===== src/rtl/restoring_divider_8bit_pkg.sv =====
// ----------------------------------------------------------------------------
// div_pkg: shared definitions for the restoring divider.
//   DIV_WIDTH    - default operand/quotient/remainder width
//   div_state_e  - FSM state encoding (IDLE/RUN/DONE)
//   div_cnt_w()  - iteration counter width for a given operand width
//   DIV_ALL_ONES - wide all-ones constant; sliced to WIDTH for the
//                  divide-by-zero quotient
// ----------------------------------------------------------------------------
package div_pkg;

    localparam int DIV_WIDTH = 8;

    typedef enum logic [1:0] {
        IDLE = 2'd0,
        RUN  = 2'd1,
        DONE = 2'd2
    } div_state_e;

    // clog2(WIDTH), floored at 1 so a degenerate WIDTH still gets a counter bit
    function automatic int div_cnt_w(input int w);
        return (w < 2) ? 1 : $clog2(w);
    endfunction

    localparam logic [63:0] DIV_ALL_ONES = '1;

endpackage


===== src/rtl/restoring_divider_8bit_if.sv =====
// ----------------------------------------------------------------------------
// restoring_divider_8bit_if: request/result bundle for the divider.
//   start, dividend, divisor : request (master -> slave)
//   busy, done, quotient,
//   remainder, div_by_zero   : status/result (slave -> master)
// ----------------------------------------------------------------------------
interface restoring_divider_8bit_if #(
    parameter int WIDTH = div_pkg::DIV_WIDTH
);
    logic             start;
    logic [WIDTH-1:0] dividend;
    logic [WIDTH-1:0] divisor;
    logic             busy;
    logic             done;
    logic [WIDTH-1:0] quotient;
    logic [WIDTH-1:0] remainder;
    logic             div_by_zero;

    modport master (
        output start, dividend, divisor,
        input  busy, done, quotient, remainder, div_by_zero
    );

    modport slave (
        input  start, dividend, divisor,
        output busy, done, quotient, remainder, div_by_zero
    );
endinterface


===== src/rtl/restoring_divider_8bit_div_step.sv =====
// ----------------------------------------------------------------------------
// div_step: one combinational restoring-division step.
//   r, q, d         : partial remainder, shifting dividend/quotient, divisor
//   r_next, q_next  : values after one trial subtraction
// The trial subtract is written as T + ~{0,D} + 1 over WIDTH+1 bits so this
// block can be replaced by the carry-lookahead adder stage unchanged.
// ----------------------------------------------------------------------------
module div_step
    import div_pkg::*;
#(
    parameter int WIDTH = DIV_WIDTH
) (
    input  logic [WIDTH-1:0] r,
    input  logic [WIDTH-1:0] q,
    input  logic [WIDTH-1:0] d,
    output logic [WIDTH-1:0] r_next,
    output logic [WIDTH-1:0] q_next
);

    logic [WIDTH:0] t;
    logic [WIDTH:0] d_inv;
    logic [WIDTH:0] diff;
    logic           carry;
    logic           borrow;

    always_comb begin
        t     = {r, q[WIDTH-1]};
        d_inv = ~{1'b0, d};
        {carry, diff} = {1'b0, t} + {1'b0, d_inv} + {{(WIDTH+1){1'b0}}, 1'b1};
        // diff[WIDTH] can only be set if T - D >= 2^WIDTH, which needs R >= D
        // on entry; treating it as a borrow keeps r_next bounded when the
        // step is driven standalone with out-of-range operands.
        borrow = ~carry | diff[WIDTH];
        r_next = borrow ? t[WIDTH-1:0] : diff[WIDTH-1:0];
        q_next = {q[WIDTH-2:0], ~borrow};
    end

endmodule


===== src/rtl/restoring_divider_8bit.sv =====
// ----------------------------------------------------------------------------
// restoring_divider_8bit: sequential unsigned divider, one quotient bit per
// clock using the restoring algorithm.
//   clk, rst_n : clock (rising edge), asynchronous active-low reset
//   bus        : slave side of restoring_divider_8bit_if
//                start/dividend/divisor sampled in IDLE only;
//                busy in RUN, done one-cycle pulse in DONE;
//                quotient/remainder/div_by_zero registered, held until the
//                next accepted start.
// Divisor 0 skips RUN: quotient = all ones, remainder = dividend.
// ----------------------------------------------------------------------------
module restoring_divider_8bit
    import div_pkg::*;
#(
    parameter int WIDTH = DIV_WIDTH
) (
    input  logic                      clk,
    input  logic                      rst_n,
    restoring_divider_8bit_if.slave   bus
);

    localparam int CNT_W = div_cnt_w(WIDTH);

    div_state_e       state_q, state_d;
    logic [WIDTH-1:0] d_q, d_d;          // latched divisor
    logic [WIDTH-1:0] q_q, q_d;          // dividend shifting out / quotient in
    logic [WIDTH-1:0] r_q, r_d;          // partial remainder
    logic [CNT_W-1:0] cnt_q, cnt_d;
    logic [WIDTH-1:0] quotient_q, quotient_d;
    logic [WIDTH-1:0] remainder_q, remainder_d;
    logic             dbz_q, dbz_d;

    logic [WIDTH-1:0] step_r_next;
    logic [WIDTH-1:0] step_q_next;

    div_step #(.WIDTH(WIDTH)) u_step (
        .r      (r_q),
        .q      (q_q),
        .d      (d_q),
        .r_next (step_r_next),
        .q_next (step_q_next)
    );

    always_ff @(posedge clk or negedge rst_n) begin
        if (!rst_n) begin
            state_q     <= IDLE;
            d_q         <= '0;
            q_q         <= '0;
            r_q         <= '0;
            cnt_q       <= '0;
            quotient_q  <= '0;
            remainder_q <= '0;
            dbz_q       <= 1'b0;
        end else begin
            state_q     <= state_d;
            d_q         <= d_d;
            q_q         <= q_d;
            r_q         <= r_d;
            cnt_q       <= cnt_d;
            quotient_q  <= quotient_d;
            remainder_q <= remainder_d;
            dbz_q       <= dbz_d;
        end
    end

    always_comb begin
        state_d     = state_q;
        d_d         = d_q;
        q_d         = q_q;
        r_d         = r_q;
        cnt_d       = cnt_q;
        quotient_d  = quotient_q;
        remainder_d = remainder_q;
        dbz_d       = dbz_q;

        unique case (state_q)
            IDLE: begin
                if (bus.start) begin
                    if (bus.divisor == '0) begin
                        quotient_d  = DIV_ALL_ONES[WIDTH-1:0];
                        remainder_d = bus.dividend;
                        dbz_d       = 1'b1;
                        state_d     = DONE;
                    end else begin
                        d_d     = bus.divisor;
                        q_d     = bus.dividend;
                        r_d     = '0;
                        cnt_d   = '0;
                        dbz_d   = 1'b0;
                        state_d = RUN;
                    end
                end
            end
            RUN: begin
                q_d   = step_q_next;
                r_d   = step_r_next;
                cnt_d = cnt_q + 1'b1;
                if (cnt_q == CNT_W'(WIDTH-1)) begin
                    quotient_d  = step_q_next;
                    remainder_d = step_r_next;
                    cnt_d       = '0;
                    state_d     = DONE;
                end
            end
            DONE: begin
                state_d = IDLE;
            end
            default: begin
                state_d = IDLE;
            end
        endcase
    end

    assign bus.busy        = (state_q == RUN);
    assign bus.done        = (state_q == DONE);
    assign bus.quotient    = quotient_q;
    assign bus.remainder   = remainder_q;
    assign bus.div_by_zero = dbz_q;

endmodule


===== src/flat_wrapper.sv =====
// flat-port wrapper written by rule: the top's interface ports become plain ports
module restoring_divider_8bit_flat import div_pkg::*;
#(
    parameter int WIDTH = DIV_WIDTH
)
  (clk, rst_n, bus_start, bus_dividend, bus_divisor, bus_busy, bus_done, bus_quotient, bus_remainder, bus_div_by_zero);
  restoring_divider_8bit_if #(.WIDTH(WIDTH)) bus_i ();
  input  logic clk;
  input  logic rst_n;
  input wire logic [$bits(bus_i.start)-1:0] bus_start;
  input wire logic [$bits(bus_i.dividend)-1:0] bus_dividend;
  input wire logic [$bits(bus_i.divisor)-1:0] bus_divisor;
  output wire logic [$bits(bus_i.busy)-1:0] bus_busy;
  output wire logic [$bits(bus_i.done)-1:0] bus_done;
  output wire logic [$bits(bus_i.quotient)-1:0] bus_quotient;
  output wire logic [$bits(bus_i.remainder)-1:0] bus_remainder;
  output wire logic [$bits(bus_i.div_by_zero)-1:0] bus_div_by_zero;
  assign bus_i.start = bus_start;
  assign bus_i.dividend = bus_dividend;
  assign bus_i.divisor = bus_divisor;
  assign bus_busy = bus_i.busy;
  assign bus_done = bus_i.done;
  assign bus_quotient = bus_i.quotient;
  assign bus_remainder = bus_i.remainder;
  assign bus_div_by_zero = bus_i.div_by_zero;
  restoring_divider_8bit #(.WIDTH(WIDTH)) u_core (.clk(clk), .rst_n(rst_n), .bus(bus_i));
endmodule

===== config.mk =====
export PLATFORM = sky130hd
export DESIGN_NAME = restoring_divider_8bit_flat
export DESIGN_NICKNAME = d
export VERILOG_FILES = /design/src/rtl/restoring_divider_8bit_pkg.sv /design/src/rtl/restoring_divider_8bit_if.sv /design/src/rtl/restoring_divider_8bit_div_step.sv /design/src/rtl/restoring_divider_8bit.sv /design/src/flat_wrapper.sv
export SDC_FILE = /design/constraint.sdc
export NUM_CORES = 1
export LEC_CHECK = 0
export ABC_AREA = 1
export CAP_MARGIN = 5
export CORE_MARGIN = 2
export CORE_UTILIZATION = 54
export DETAILED_ROUTE_END_ITERATION = 6
export DONT_BUFFER_PORTS = 1
export MAX_ROUTING_LAYER = met4
export PLACE_DENSITY = 0.77
export SLEW_MARGIN = 0
export SYNTH_ARGS = -nofsm -noshare
export SYNTH_HDL_FRONTEND = slang
export SYNTH_SLANG_ARGS = --single-unit

===== constraint.sdc =====
create_clock -name clk -period 5.88 [get_ports clk]
set_input_delay 1.764 -clock clk [delete_from_list [all_inputs] [get_ports clk]]
set_output_delay 1.764 -clock clk [all_outputs]
set_load 0.005 [all_outputs]

==> key figures <==
Clock tree
  – Number of clock sinks: 46
  – Post-CTS setup buffers: 0
  – CTS tree: done
  – Post-cts resize count: 0
  – Max Root-Sink Buffers: 2
  – H-tree levels: 2
  – Root Buffer: clkbuf_8
  – TritonCTS buffer count: 5
  – Clk_lat worst skew: 0.30 ns
  – Worst-path clk slew: 0.09 ns
  – Hold_buf cts: 0

Floorplanning
  – Die X: 72.9 um
  – Row count: 25
  – Die Ht: 72.9 um
  – Die ar.: 0.00531 mm2
  – # IOs: 38
  – Initial Util: 0.550
  – Core region area: 0.00466 mm2

Power
  – Seq pwr share: 0.333
  – VDD IR max: 0.289 mV
  – Total power: 1.69 mW
  – Net Sw Frac: 0.479
  – Pleak: 1.40 nW
  – Power per cell area: 630 mW/mm2
  – Net Sw Power: 0.809 mW
  – Combinational Power Share: 0.545
  – Int Power: 0.878 mW
  – Clock Power Share: 0.123

Logic synthesis
  – Sequential-to-total area share from yosys stat: 0.449
  – Post-synth ARST share: 1.00
  – Synth Register Bits: 46
  – Distinct cells, synth: 29
  – Number of flops mapped to enable cells by yosys: 0
  – Syn nets: 356
  – Post-synthesis cell count: 326
  – Avg Cell Area, Syn: 7.86 um2
  – Mapped cell area: 0.00256 mm2
  – Post-synth top cells: nand2_1, dfrtp_1, nand3_1
  – Area contributors post-synth: dfrtp_1, nand2_1, nand3_1, inv_1, ha_1
  – Most numerous cell in the Yosys netlist: nand2_1
  – Synth area leader: dfrtp_1
  – Yosys warning total: 0
  – Post-synth top area share: 0.449
  – Synth Flop Type: dfrtp_1

Finish
  – Fin nets: 353
  – Register area: 0.00115 mm2
  – Share of layout cells above drive strength 1: 0.0895
  – Layout area overhead: 4.59%
  – Fill cell count: 433
  – Combined area of the multi-input logic cells: 0.00120 mm2
  – Antenna cell count: 0

Placement
  – Place WS: 2.64 ns
  – Dpl hpwl: 3990 um
  – GP Congestion: 0.879
  – IO buf count: 0

Timing
  – Fin worst setup slack: 2.97 ns
  – Hold Vio Cnt, Final: 0
  – Pins Over Slew Limit: 0
  – Setup violators final: 0
  – Min cycle time layout: 2.91 ns
  – Unrepaired setup endpoints after global routing: false
  – Slew @ Worst Pin: 0.767 ns
  – Final period utilization: 0.494
  – FMAX: 344 MHz
  – Hold_ws: 0.504 ns
  – Setup TNS: 0 ns
  – Max_slew headroom: 0.489
  – Layout Skew: 0.00870 ns

Setup path
  – RR Startpoint: u_core.state_q[0]$_DFFE_PN0P_
  – Reg2reg path depth: 11
  – R2r setup slk: 3.61 ns
  – Reg2Reg Capture Point: u_core.bus.remainder[0]$_DFFE_PN0P_
  – Worst Setup End Kind: output pin
  – Critical Path RT: 4.12 ns
  – WS Path Type: flip-flop to output pin
  – Crit-path max FO: 29
  – Startpoint class of the critical path: flip-flop
  – Crit path DAT: 1.14 ns

Global routing
  – Vias in the first global route: 1,975
  – First-pass GRT wire length: 9030 um
  – Gr ovfl total: 0
  – Tot GR Track Use: 0.229
  – Initial antenna violation count: 0
  – Largest net degree at the start of global routing: 47

Drt
  – Iteration-0 DRC Markers: 171
  – WL per Instance: 14.2 um
  – DR vias: 2,075
  – DRC violations left: 0
  – Routed wire length: 5390 um
  – DRT Pass-1 Iters: 4
  – Antenna Nets Post-Route: 0
  – Vias per cell: 5.49

Min path
  – Endpoint, Worst Hold: u_core.cnt_q[0]$_DFFE_PN0P_
  – Worst Hold Launch: u_core.cnt_q[0]$_DFFE_PN0P_
  – Hold depth: 1
  – HP Class: flip-flop to flip-flop

Status
  – Status: completed

Job
  – Max Cap Violations: 0
-- how the worst max path moves through the flow --
stage / endpoint / startpoint / cells after the start
after floorplan: u_core.cnt_q[1]$_DFFE_PN0P_ / bus_divisor[5] / 7
after global placement: u_core.q_q[0]$_DFFE_PN0P_ / bus_divisor[7] / 7
after detailed placement: u_core.q_q[0]$_DFFE_PN0P_ / bus_divisor[5] / 7
after CTS: bus_busy / u_core.state_q[0]$_DFFE_PN0P_ / 3
after global routing: u_core.q_q[0]$_DFFE_PN0P_ / bus_divisor[5] / 7
final: bus_busy / u_core.state_q[0]$_DFFE_PN0P_ / 3
-- routing by layer --
metal  GRT usage  wire, um
met5           -         0
met1       0.291      2380
met4      0.0720        95
met2       0.370      2630
met3      0.0497       284
-- final cells by class --
| type | count | share of cell area |
|---|---|---|
| multi-input cells | 226 | 0.447 |
| clock inverters | 1 | 0.00327 |
| repair buffers | 1 | 0.00280 |
| clock buffers | 7 | 0.0322 |
| inverters | 43 | 0.0602 |
| flip-flops and latches | 46 | 0.430 |
| well taps | 54 | 0.0252 |
-- registers in the layout (all words and copies together) (netlist names) --
| register | flops |
|---|---|
| u_core.bus.div_by_zero | 1 |
| u_core.bus.quotient | 8 |
| u_core.cnt_q | 3 |
| u_core.r_q | 8 |
| u_core.state_q | 2 |
| u_core.q_q | 8 |
| u_core.bus.remainder | 8 |
| u_core.d_q | 8 |
-- power by group through the flow --
stage	logic, mW	registers (mW)	clock network, mW
floorplan	0.770	0.541	0
global placement	0.886	0.566	0
detailed placement	0.917	0.568	0
CTS	0.920	0.563	0.210
global route	1.05	0.581	0.222
finish	0.919	0.562	0.207
-- layout by cell type, fill, tap and decap left out --
master    count
nand4_1       2
xor2_1        2
o21ai_1       1
o211ai_1      1
nor2_2        3
nand3_2       3
nand3_1      39
nor2_8        1
a21oi_1      13
nor2_1       25
clkbuf_8      6
ha_1         10
inv_1        37
fa_1          1
nand2_2       4
xnor2_1       1
inv_6         1
nand2_1      78
or2_1         1
inv_2         5
dfrtp_1      46
buf_4         1
or2_0         7
a31oi_1       9
or2_2         1
a22o_1        2
clkinv_1      1
nor2_4        2
clkbuf_1      1
o21ai_0      18
a21oi_2       2
-- kinds of logic after synthesis --
group	after synthesis	synth area share
and+or+nand+nor	166	0.299
buffers and inverters	54	0.0835
AOI/OAI and AO/OA	46	0.101
DFF	46	0.449
adders and majority gates	11	0.0566
xor gates and xnor gates	3	0.0103
-- through the flow --
step	instances	area [um2]	utilization
final	378	2680	0.575
after global routing	378	2680	0.575
after CTS	378	2680	0.575
after detailed placement	370	2580	0.555
after global placement	370	2580	0.555
after floorplan	326	2560	-
-- worst max-delay path: stages, from the launching register on --
cell	delay (ns)
dfrtp_1	0.41
inv_2	0.05
nor2_2	0.08
buf_4	0.30
No activity file was read; power rests on OpenSTA's default activity.
